[src/rtl/regfile_port_arb_pkg.sv]
// ============================================================================
// Module  : regfile_port_arb_pkg
// Purpose : Shared constants and types for the register-file port arbiter.
//           Carries the register-file write-enable polarity, default sizes
//           and the per-cycle arbitration decision encoding.
// Ports   : none (package)
// Config  : RFARB_FWD_EN (consumed by regfile_port_arb)
// Revision: 1.0 - initial release
// ============================================================================
`default_nettype none

package regfile_port_arb_pkg;

  // Register-file we_ is active low.
  localparam logic c_ENABLE_  = 1'b0;
  localparam logic c_DISABLE_ = 1'b1;

  localparam int c_ADDR_W   = 5;
  localparam int c_DATA_W   = 32;
  localparam int c_WQ_DEPTH = 4;

  // Which requester owns the shared rf_addr bus this cycle.
  typedef enum logic [1:0] {
    RFARB_IDLE  = 2'd0,
    RFARB_READ  = 2'd1,
    RFARB_DRAIN = 2'd2,
    RFARB_FULL  = 2'd3
  } arb_sel_e;

  // Width of a counter that must hold 0..depth inclusive.
  function automatic int cnt_width(input int depth);
    return $clog2(depth) + 1;
  endfunction

endpackage

`default_nettype wire

[src/rtl/regfile_port_arb_if.sv]
// ============================================================================
// Module  : regfile_port_arb_if
// Purpose : Bundles the write-request, read-request, register-file and
//           status signals of the port arbiter.
// Ports   : slave  - arbiter side (drives ready/rdata/rf_*/wq_count)
//           master - client/regfile side (drives requests and rf_d_out)
// Revision: 1.0 - initial release
// ============================================================================
`default_nettype none

interface regfile_port_arb_if
  import regfile_port_arb_pkg::*;
#(
  parameter int ADDR_W   = c_ADDR_W,
  parameter int DATA_W   = c_DATA_W,
  parameter int WQ_DEPTH = c_WQ_DEPTH
);
  localparam int CNT_W = cnt_width(WQ_DEPTH);

  logic              wr_valid;
  logic              wr_ready;
  logic [ADDR_W-1:0] wr_addr;
  logic [DATA_W-1:0] wr_data;
  logic              rd_valid;
  logic              rd_ready;
  logic [ADDR_W-1:0] rd_addr;
  logic              rd_rvalid;
  logic [DATA_W-1:0] rd_rdata;
  logic [ADDR_W-1:0] rf_addr;
  logic [DATA_W-1:0] rf_d_in;
  logic              rf_we_;
  logic [DATA_W-1:0] rf_d_out;
  logic [CNT_W-1:0]  wq_count;

  modport slave (
    input  wr_valid, wr_addr, wr_data, rd_valid, rd_addr, rf_d_out,
    output wr_ready, rd_ready, rd_rvalid, rd_rdata, rf_addr, rf_d_in,
           rf_we_, wq_count
  );

  modport master (
    output wr_valid, wr_addr, wr_data, rd_valid, rd_addr, rf_d_out,
    input  wr_ready, rd_ready, rd_rvalid, rd_rdata, rf_addr, rf_d_in,
           rf_we_, wq_count
  );

endinterface

`default_nettype wire

[src/rtl/regfile_wq_fifo.sv]
// ============================================================================
// Module  : regfile_wq_fifo
// Purpose : In-order write queue with full CAM lookup. Returns the head
//           entry for draining and the youngest queued entry whose address
//           matches the lookup address.
// Ports   : clk, reset        - clock, synchronous active-high reset
//           i_push/addr/data  - enqueue (caller guarantees not full)
//           i_pop             - dequeue head (caller guarantees not empty)
//           i_lookup_addr     - CAM search key
//           o_count, o_full   - occupancy
//           o_head_addr/data  - oldest entry
//           o_hit, o_hit_data - youngest matching entry
// Revision: 1.0 - initial release
// ============================================================================
`default_nettype none

module regfile_wq_fifo
  import regfile_port_arb_pkg::*;
#(
  parameter int ADDR_W   = c_ADDR_W,
  parameter int DATA_W   = c_DATA_W,
  parameter int WQ_DEPTH = c_WQ_DEPTH
) (
  input  wire logic                          clk,
  input  wire logic                          reset,
  input  wire logic                          i_push,
  input  wire logic [ADDR_W-1:0]             i_push_addr,
  input  wire logic [DATA_W-1:0]             i_push_data,
  input  wire logic                          i_pop,
  input  wire logic [ADDR_W-1:0]             i_lookup_addr,
  output logic [cnt_width(WQ_DEPTH)-1:0]     o_count,
  output logic                               o_full,
  output logic [ADDR_W-1:0]                  o_head_addr,
  output logic [DATA_W-1:0]                  o_head_data,
  output logic                               o_hit,
  output logic [DATA_W-1:0]                  o_hit_data
);
  localparam int PTR_W = $clog2(WQ_DEPTH);
  localparam int CNT_W = cnt_width(WQ_DEPTH);

  logic [ADDR_W-1:0] r_addr [WQ_DEPTH];
  logic [DATA_W-1:0] r_data [WQ_DEPTH];
  logic [PTR_W-1:0]  r_head;
  logic [PTR_W-1:0]  r_tail;
  logic [CNT_W-1:0]  r_count;
  logic [PTR_W-1:0]  w_idx;

  // Storage is not reset; validity is defined by head/count alone.
  always_ff @(posedge clk) begin
    if (i_push) begin
      r_addr[r_tail] <= i_push_addr;
      r_data[r_tail] <= i_push_data;
    end
  end

  always_ff @(posedge clk) begin
    if (reset) begin
      r_head  <= '0;
      r_tail  <= '0;
      r_count <= '0;
    end else begin
      if (i_push) r_tail <= r_tail + PTR_W'(1);
      if (i_pop)  r_head <= r_head + PTR_W'(1);
      case ({i_push, i_pop})
        2'b10:   r_count <= r_count + CNT_W'(1);
        2'b01:   r_count <= r_count - CNT_W'(1);
        default: r_count <= r_count;
      endcase
    end
  end

  // Walk oldest to youngest so the last match overwrites earlier ones,
  // leaving the youngest matching entry selected.
  always_comb begin
    o_hit      = 1'b0;
    o_hit_data = '0;
    w_idx      = '0;
    for (int k = 0; k < WQ_DEPTH; k++) begin
      w_idx = r_head + PTR_W'(k);
      if ((CNT_W'(k) < r_count) && (r_addr[w_idx] == i_lookup_addr)) begin
        o_hit      = 1'b1;
        o_hit_data = r_data[w_idx];
      end
    end
  end

  assign o_count     = r_count;
  assign o_full      = (r_count == CNT_W'(WQ_DEPTH));
  assign o_head_addr = r_addr[r_head];
  assign o_head_data = r_data[r_head];

endmodule

`default_nettype wire

[src/rtl/regfile_port_arb.sv]
// ============================================================================
// Module  : regfile_port_arb
// Purpose : Arbitrates the single address port of the register file between
//           read requests and a queue of buffered write-backs. Reads win
//           unless the queue is full or (without forwarding) the read hits a
//           queued write. Read data returns one cycle after grant.
// Ports   : clk, reset - clock, synchronous active-high reset
//           bus        - regfile_port_arb_if.slave (requests, rf_*, status)
// Config  : RFARB_FWD_EN - when defined, reads hitting the queue are granted
//           and return the youngest matching queued data; when undefined a
//           hit stalls the read until the matching writes have drained.
// Revision: 1.0 - initial release
// ============================================================================
`default_nettype none

module regfile_port_arb
  import regfile_port_arb_pkg::*;
#(
  parameter int ADDR_W   = c_ADDR_W,
  parameter int DATA_W   = c_DATA_W,
  parameter int WQ_DEPTH = c_WQ_DEPTH
) (
  input  wire logic          clk,
  input  wire logic          reset,
  regfile_port_arb_if.slave  bus
);
  localparam int CNT_W = cnt_width(WQ_DEPTH);

  logic [CNT_W-1:0]  w_count;
  logic              w_full;
  logic [ADDR_W-1:0] w_head_addr;
  logic [DATA_W-1:0] w_head_data;
  logic              w_hit;
  logic [DATA_W-1:0] w_hit_data;
  logic              w_push;
  logic              w_pop;
  logic              w_grant;
  logic              w_hazard;
  logic [DATA_W-1:0] w_rd_sel;
  arb_sel_e          w_sel;
  logic              r_rvalid;
  logic [DATA_W-1:0] r_rdata;

  assign bus.wr_ready = (w_count < CNT_W'(WQ_DEPTH));
  // The queue captures this at posedge; the entry is invisible to lookup and
  // drain until the following cycle, so a same-cycle read sees the old value.
  assign w_push       = bus.wr_valid & bus.wr_ready;

  regfile_wq_fifo #(
    .ADDR_W   (ADDR_W),
    .DATA_W   (DATA_W),
    .WQ_DEPTH (WQ_DEPTH)
  ) u_wq (
    .clk           (clk),
    .reset         (reset),
    .i_push        (w_push),
    .i_push_addr   (bus.wr_addr),
    .i_push_data   (bus.wr_data),
    .i_pop         (w_pop),
    .i_lookup_addr (bus.rd_addr),
    .o_count       (w_count),
    .o_full        (w_full),
    .o_head_addr   (w_head_addr),
    .o_head_data   (w_head_data),
    .o_hit         (w_hit),
    .o_hit_data    (w_hit_data)
  );

`ifdef RFARB_FWD_EN
  assign w_hazard = 1'b0;
  assign w_rd_sel = w_hit ? w_hit_data : bus.rf_d_out;
`else
  logic w_unused_hit_data;
  assign w_hazard          = w_hit;
  assign w_rd_sel          = bus.rf_d_out;
  assign w_unused_hit_data = ^w_hit_data;
`endif

  // First matching rule wins; reset forces idle so no write reaches the
  // regfile while the queue is being discarded.
  always_comb begin
    w_sel = RFARB_IDLE;
    if (reset)                           w_sel = RFARB_IDLE;
    else if (w_full)                     w_sel = RFARB_FULL;
    else if (bus.rd_valid && !w_hazard)  w_sel = RFARB_READ;
    else if (w_count != '0)              w_sel = RFARB_DRAIN;
  end

  always_comb begin
    bus.rf_addr  = '0;
    bus.rf_d_in  = '0;
    bus.rf_we_   = c_DISABLE_;
    bus.rd_ready = 1'b0;
    w_pop        = 1'b0;
    case (w_sel)
      RFARB_FULL, RFARB_DRAIN: begin
        bus.rf_addr = w_head_addr;
        bus.rf_d_in = w_head_data;
        bus.rf_we_  = c_ENABLE_;
        w_pop       = 1'b1;
      end
      RFARB_READ: begin
        bus.rf_addr  = bus.rd_addr;
        bus.rd_ready = 1'b1;
      end
      default: ;
    endcase
  end

  assign w_grant = bus.rd_ready;

  always_ff @(posedge clk) begin
    if (reset) begin
      r_rvalid <= 1'b0;
      r_rdata  <= '0;
    end else begin
      r_rvalid <= w_grant;
      if (w_grant) r_rdata <= w_rd_sel;
    end
  end

  assign bus.rd_rvalid = r_rvalid;
  assign bus.rd_rdata  = r_rdata;
  assign bus.wq_count  = w_count;

endmodule

`default_nettype wire
[src/flat_wrapper.sv]
// flat-port wrapper written by rule: the top's interface ports become plain ports
module regfile_port_arb_flat import regfile_port_arb_pkg::*;
#(
  parameter int ADDR_W   = c_ADDR_W,
  parameter int DATA_W   = c_DATA_W,
  parameter int WQ_DEPTH = c_WQ_DEPTH
)
  (clk, reset, bus_wr_valid, bus_wr_addr, bus_wr_data, bus_rd_valid, bus_rd_addr, bus_rf_d_out, bus_wr_ready, bus_rd_ready, bus_rd_rvalid, bus_rd_rdata, bus_rf_addr, bus_rf_d_in, bus_rf_we_, bus_wq_count);
  regfile_port_arb_if #(.ADDR_W(ADDR_W), .DATA_W(DATA_W), .WQ_DEPTH(WQ_DEPTH)) bus_i ();
  input  wire logic clk;
  input  wire logic reset;
  input wire logic [$bits(bus_i.wr_valid)-1:0] bus_wr_valid;
  input wire logic [$bits(bus_i.wr_addr)-1:0] bus_wr_addr;
  input wire logic [$bits(bus_i.wr_data)-1:0] bus_wr_data;
  input wire logic [$bits(bus_i.rd_valid)-1:0] bus_rd_valid;
  input wire logic [$bits(bus_i.rd_addr)-1:0] bus_rd_addr;
  input wire logic [$bits(bus_i.rf_d_out)-1:0] bus_rf_d_out;
  output wire logic [$bits(bus_i.wr_ready)-1:0] bus_wr_ready;
  output wire logic [$bits(bus_i.rd_ready)-1:0] bus_rd_ready;
  output wire logic [$bits(bus_i.rd_rvalid)-1:0] bus_rd_rvalid;
  output wire logic [$bits(bus_i.rd_rdata)-1:0] bus_rd_rdata;
  output wire logic [$bits(bus_i.rf_addr)-1:0] bus_rf_addr;
  output wire logic [$bits(bus_i.rf_d_in)-1:0] bus_rf_d_in;
  output wire logic [$bits(bus_i.rf_we_)-1:0] bus_rf_we_;
  output wire logic [$bits(bus_i.wq_count)-1:0] bus_wq_count;
  assign bus_i.wr_valid = bus_wr_valid;
  assign bus_i.wr_addr = bus_wr_addr;
  assign bus_i.wr_data = bus_wr_data;
  assign bus_i.rd_valid = bus_rd_valid;
  assign bus_i.rd_addr = bus_rd_addr;
  assign bus_i.rf_d_out = bus_rf_d_out;
  assign bus_wr_ready = bus_i.wr_ready;
  assign bus_rd_ready = bus_i.rd_ready;
  assign bus_rd_rvalid = bus_i.rd_rvalid;
  assign bus_rd_rdata = bus_i.rd_rdata;
  assign bus_rf_addr = bus_i.rf_addr;
  assign bus_rf_d_in = bus_i.rf_d_in;
  assign bus_rf_we_ = bus_i.rf_we_;
  assign bus_wq_count = bus_i.wq_count;
  regfile_port_arb #(.ADDR_W(ADDR_W), .DATA_W(DATA_W), .WQ_DEPTH(WQ_DEPTH)) u_core (.clk(clk), .reset(reset), .bus(bus_i));
endmodule
[config.mk]
export PLATFORM = sky130hd
export DESIGN_NAME = regfile_port_arb_flat
export DESIGN_NICKNAME = d
export VERILOG_FILES = /design/src/rtl/regfile_port_arb_pkg.sv /design/src/rtl/regfile_port_arb_if.sv /design/src/rtl/regfile_wq_fifo.sv /design/src/rtl/regfile_port_arb.sv /design/src/flat_wrapper.sv
export SDC_FILE = /design/constraint.sdc
export NUM_CORES = 1
export LEC_CHECK = 0
export ABC_AREA = 1
export CAP_MARGIN = 20
export CORE_MARGIN = 1
export CORE_UTILIZATION = 50
export DETAILED_ROUTE_END_ITERATION = 10
export GPL_ROUTABILITY_DRIVEN = 0
export HOLD_SLACK_MARGIN = 0.05
export PLACE_DENSITY = 0.77
export SLEW_MARGIN = 40
export SYNTH_ARGS = -nofsm -noshare
export SYNTH_HDL_FRONTEND = slang
export SYNTH_SLANG_ARGS = --single-unit
[constraint.sdc]
create_clock -name clk -period 5.7 [get_ports clk]
set_input_delay 1.425 -clock clk [delete_from_list [all_inputs] [get_ports clk]]
set_output_delay 1.425 -clock clk [all_outputs]
set_load 0.01 [all_outputs]
==> impl_results.md <==
* Distinct cells, synth at 27
* Period utilization at 93.9%
* Number of diodes at 0
* Crit-path max cell delay at 0.60 ns
* CP endpoint kind: primary output
* Setup Fix Bufs, Post-CTS at 0
* Share of post-route cells with drive strength above 1 at 6.31%
* Die W at 131 um
* Worst endpoint required time at 4.28 ns
* Placement Cell Area at 0.0100 mm2
* First-pass GRT wire length at 28800 um
* Number of port buffers at 153
* Worst-Margin Slew at 0.652 ns
* Class of the worst hold path: register to register
* Row cnt at 46
* Final setup viols at 0
* # IOs at 154
* Die footprint at 0.0171 mm2
* Minimum clock period at 5.35 ns
* Clock skew at 0.0129 ns
* Worst-Skew Late Latency at 0.42 ns
* Clock H-tree levels at 4
* IR drop worst, VDD at 0.000223 V
* Seq cells post-synth at 190
* Cts repair resizes at 0
* Most common cell after layout, fill and taps aside: nand2_1
* Total of max-cap violations at 0
* Critical path type: input pin to primary output
* Mapped cell area at 0.00829 mm2
* Clock sink total at 190
* Final hold violations at 0
* Yosys warnings at 0
* Drt first pass iters at 6
* Initial Util at 51.6%
* Startpoint Class: input pin
* Via count at 6309
* CTS Buffer Depth at 2
* Worst Path Max Fanout at 14
* Remaining routing DRC violations at 0
* Area growth syn-to-layout at 27.9%
* Final Power at 3.96 mW
* Synth Instances at 841
* Slew Limit Fails at 0
* TNS Setup at 0 ns
* Status: completed
* Post-synthesis average cell area at 9.85 um2
* Critical path buffers and inverters at 5
* Vias in the first global route at 5912
* DP HPWL at 12600 um
* CTS tree: built
* Seq/Total Area, Yosys at 63.8%
* Leakage at 4.18 nW
* Die Y at 131 um
* Clock root cell: clkbuf_16
* DRT iter0 DRCs at 420
* Rel. slew slack at 56.5%
* Post-layout nets at 1073
* Via/cell ratio at 5.19
* Largest net degree at the start of global routing at 57
* Max Freq at 0.187 GHz
* Worst Path Arrival at 3.92 ns
* Cells along the critical path: clkdlybuf4s50_1 > inv_1 > nand3_1 > nand2_1 > nor2_1 > nand3_1 > nand2_1 > o21bai_4 > nand2_4 > inv_2 > buf_4 > nor2_1 > clkdlybuf4s50_1
* Routed Antenna Nets at 0
* Post-synthesis net count at 927
* Slowest CP cell: clkdlybuf4s50_1
* Finished layout cell area at 0.0106 mm2
* Clock transition at path regs at 0.07 ns
* Per-cell routed wire length at 15.1 um
* Grt total ovfl at 0
* Placeable Area at 0.0161 mm2
* Initial antenna violation count at 0
* Total CTS buffers at 17
* GRT Total Usage at 22.1%
* Hold-fix buffers, CTS at 0
* CP delay by family, top: buffers and inverters
* RSZ-0062 raised after global routing: false
* PD cells at 373 mW/mm2
* Post-Route WL at 18300 um
* Most frequent cells in the layout: nand2_1, clkdlybuf4s50_1, edfxtp_1
-- cells in the mapped netlist, drive strengths merged --
master,n,area (um2)
nand3,36,190
and2,2,12.5
a32o,32,320
buf,20,140
clkinv,1,3.75
xor2,2,17.5
edfxtp,148,4440
nor3,2,21.3
dfxtp,42,841
clkbuf,22,82.6
ha,8,100
inv,38,143
o21ai,31,155
a21oi,58,290
nand2,302,1140
o21bai,1,18.8
nor2,96,363
-- layout make-up --
cell class / count / area, um2
Clock buffer: 17 / 425
Clock inverter: 14 / 154
Fill cell: 1233 / 5460
Inverter: 39 / 146
Multi-Input combinational cell: 570 / 2660
Sequential cell: 190 / 5290
Tap cell: 216 / 270
Timing Repair Buffer: 169 / 1660
-- worst paths after layout --
check	start	endpoint	slack, ns	cells after the start
setup reg to reg	u_core.u_wq.r_head[0]$_SDFFE_PP0P_	u_core.u_wq.o_count[2]$_SDFFE_PP0P_	2.39	18
hold / removal	u_core.bus.rd_rdata[6]$_SDFFE_PP0N_	u_core.bus.rd_rdata[6]$_SDFFE_PP0N_	0.46	2
hold reg to reg	u_core.bus.rd_rdata[6]$_SDFFE_PP0N_	u_core.bus.rd_rdata[6]$_SDFFE_PP0N_	0.46	2
setup / recovery	bus_rd_addr[1]	bus_rf_d_in[25]	0.35	13
-- report_power, final --
part	total (mW)	internal (mW)	switching, mW
Clock	1.16	0.653	0.509
Sequential	1.68	1.62	0.0607
Combinational	1.11	0.465	0.649
Total	3.96	2.74	1.22
-- worst reg2reg max path, stage by stage, from the launching register on --
cell and delay (ns):
dfxtp_1 0.74, inv_2 0.29, nand2_1 0.15, nand2_1 0.25, nand2_1 0.17, nand2_1 0.06, nand2_1 0.05, nand2_1 0.05
nand2_1 0.07, nor2_1 0.04, nand2_1 0.09, nand3_2 0.13, o21bai_4 0.21, nand2_4 0.11, ha_1 0.35, nor2_1 0.11
o21ai_0 0.10, o21ai_0 0.17, a21oi_1 0.06
-- per-stage QoR --
stage / worst slack, ns / hold WS (ns) / instances / utilization [%]
floorplan: 1.74 / 0.488 / 841 / -
finish: 0.350 / 0.462 / 1215 / 66.0
global placement: 0.450 / 0.452 / 1182 / 62.3
CTS: 0.377 / 0.467 / 1215 / 66.0
global route: 0.207 / 0.484 / 1215 / 66.0
detailed placement: 0.425 / 0.457 / 1184 / 62.4
-- flip-flops by register name, summed over array words and instances, names as in the netlist, named ones only --
signal,cells
u_core.u_wq.r_data,128
u_core.u_wq.o_count,3
u_core.bus.rd_rvalid,1
u_core.u_wq.r_head,2
u_core.bus.rd_rdata,32
u_core.u_wq.r_addr,20
u_core.u_wq.r_tail,2
-- routing by layer --
| metal | GRT usage [%] | vias to the layer above | part of all wire, % | routed length [um] |
|---|---|---|---|---|
| met5 | 0 | - | 0 | 0 |
| li1 | - | 3141 | - | - |
| met3 | 3.58 | 29 | 4.1 | 753 |
| met2 | 37.8 | 162 | 51 | 9400 |
| met4 | 8.59 | 0 | 2.2 | 405 |
| met1 | 28.3 | 2977 | 42 | 7760 |
-- kinds of logic (layout without fill, tap and decap cells) --
kind of cell / count (synthesis) / count (layout) / synth area share, %
simple gates: 438 / 438 / 20.9
flops: 190 / 190 / 63.8
buf+inv: 81 / 239 / 4.45
compound gates: 122 / 122 / 9.47
fa+ha+maj: 8 / 8 / 1.21
xor+xnor: 2 / 2 / 0.211
No activity file was read; power rests on OpenSTA's default activity.
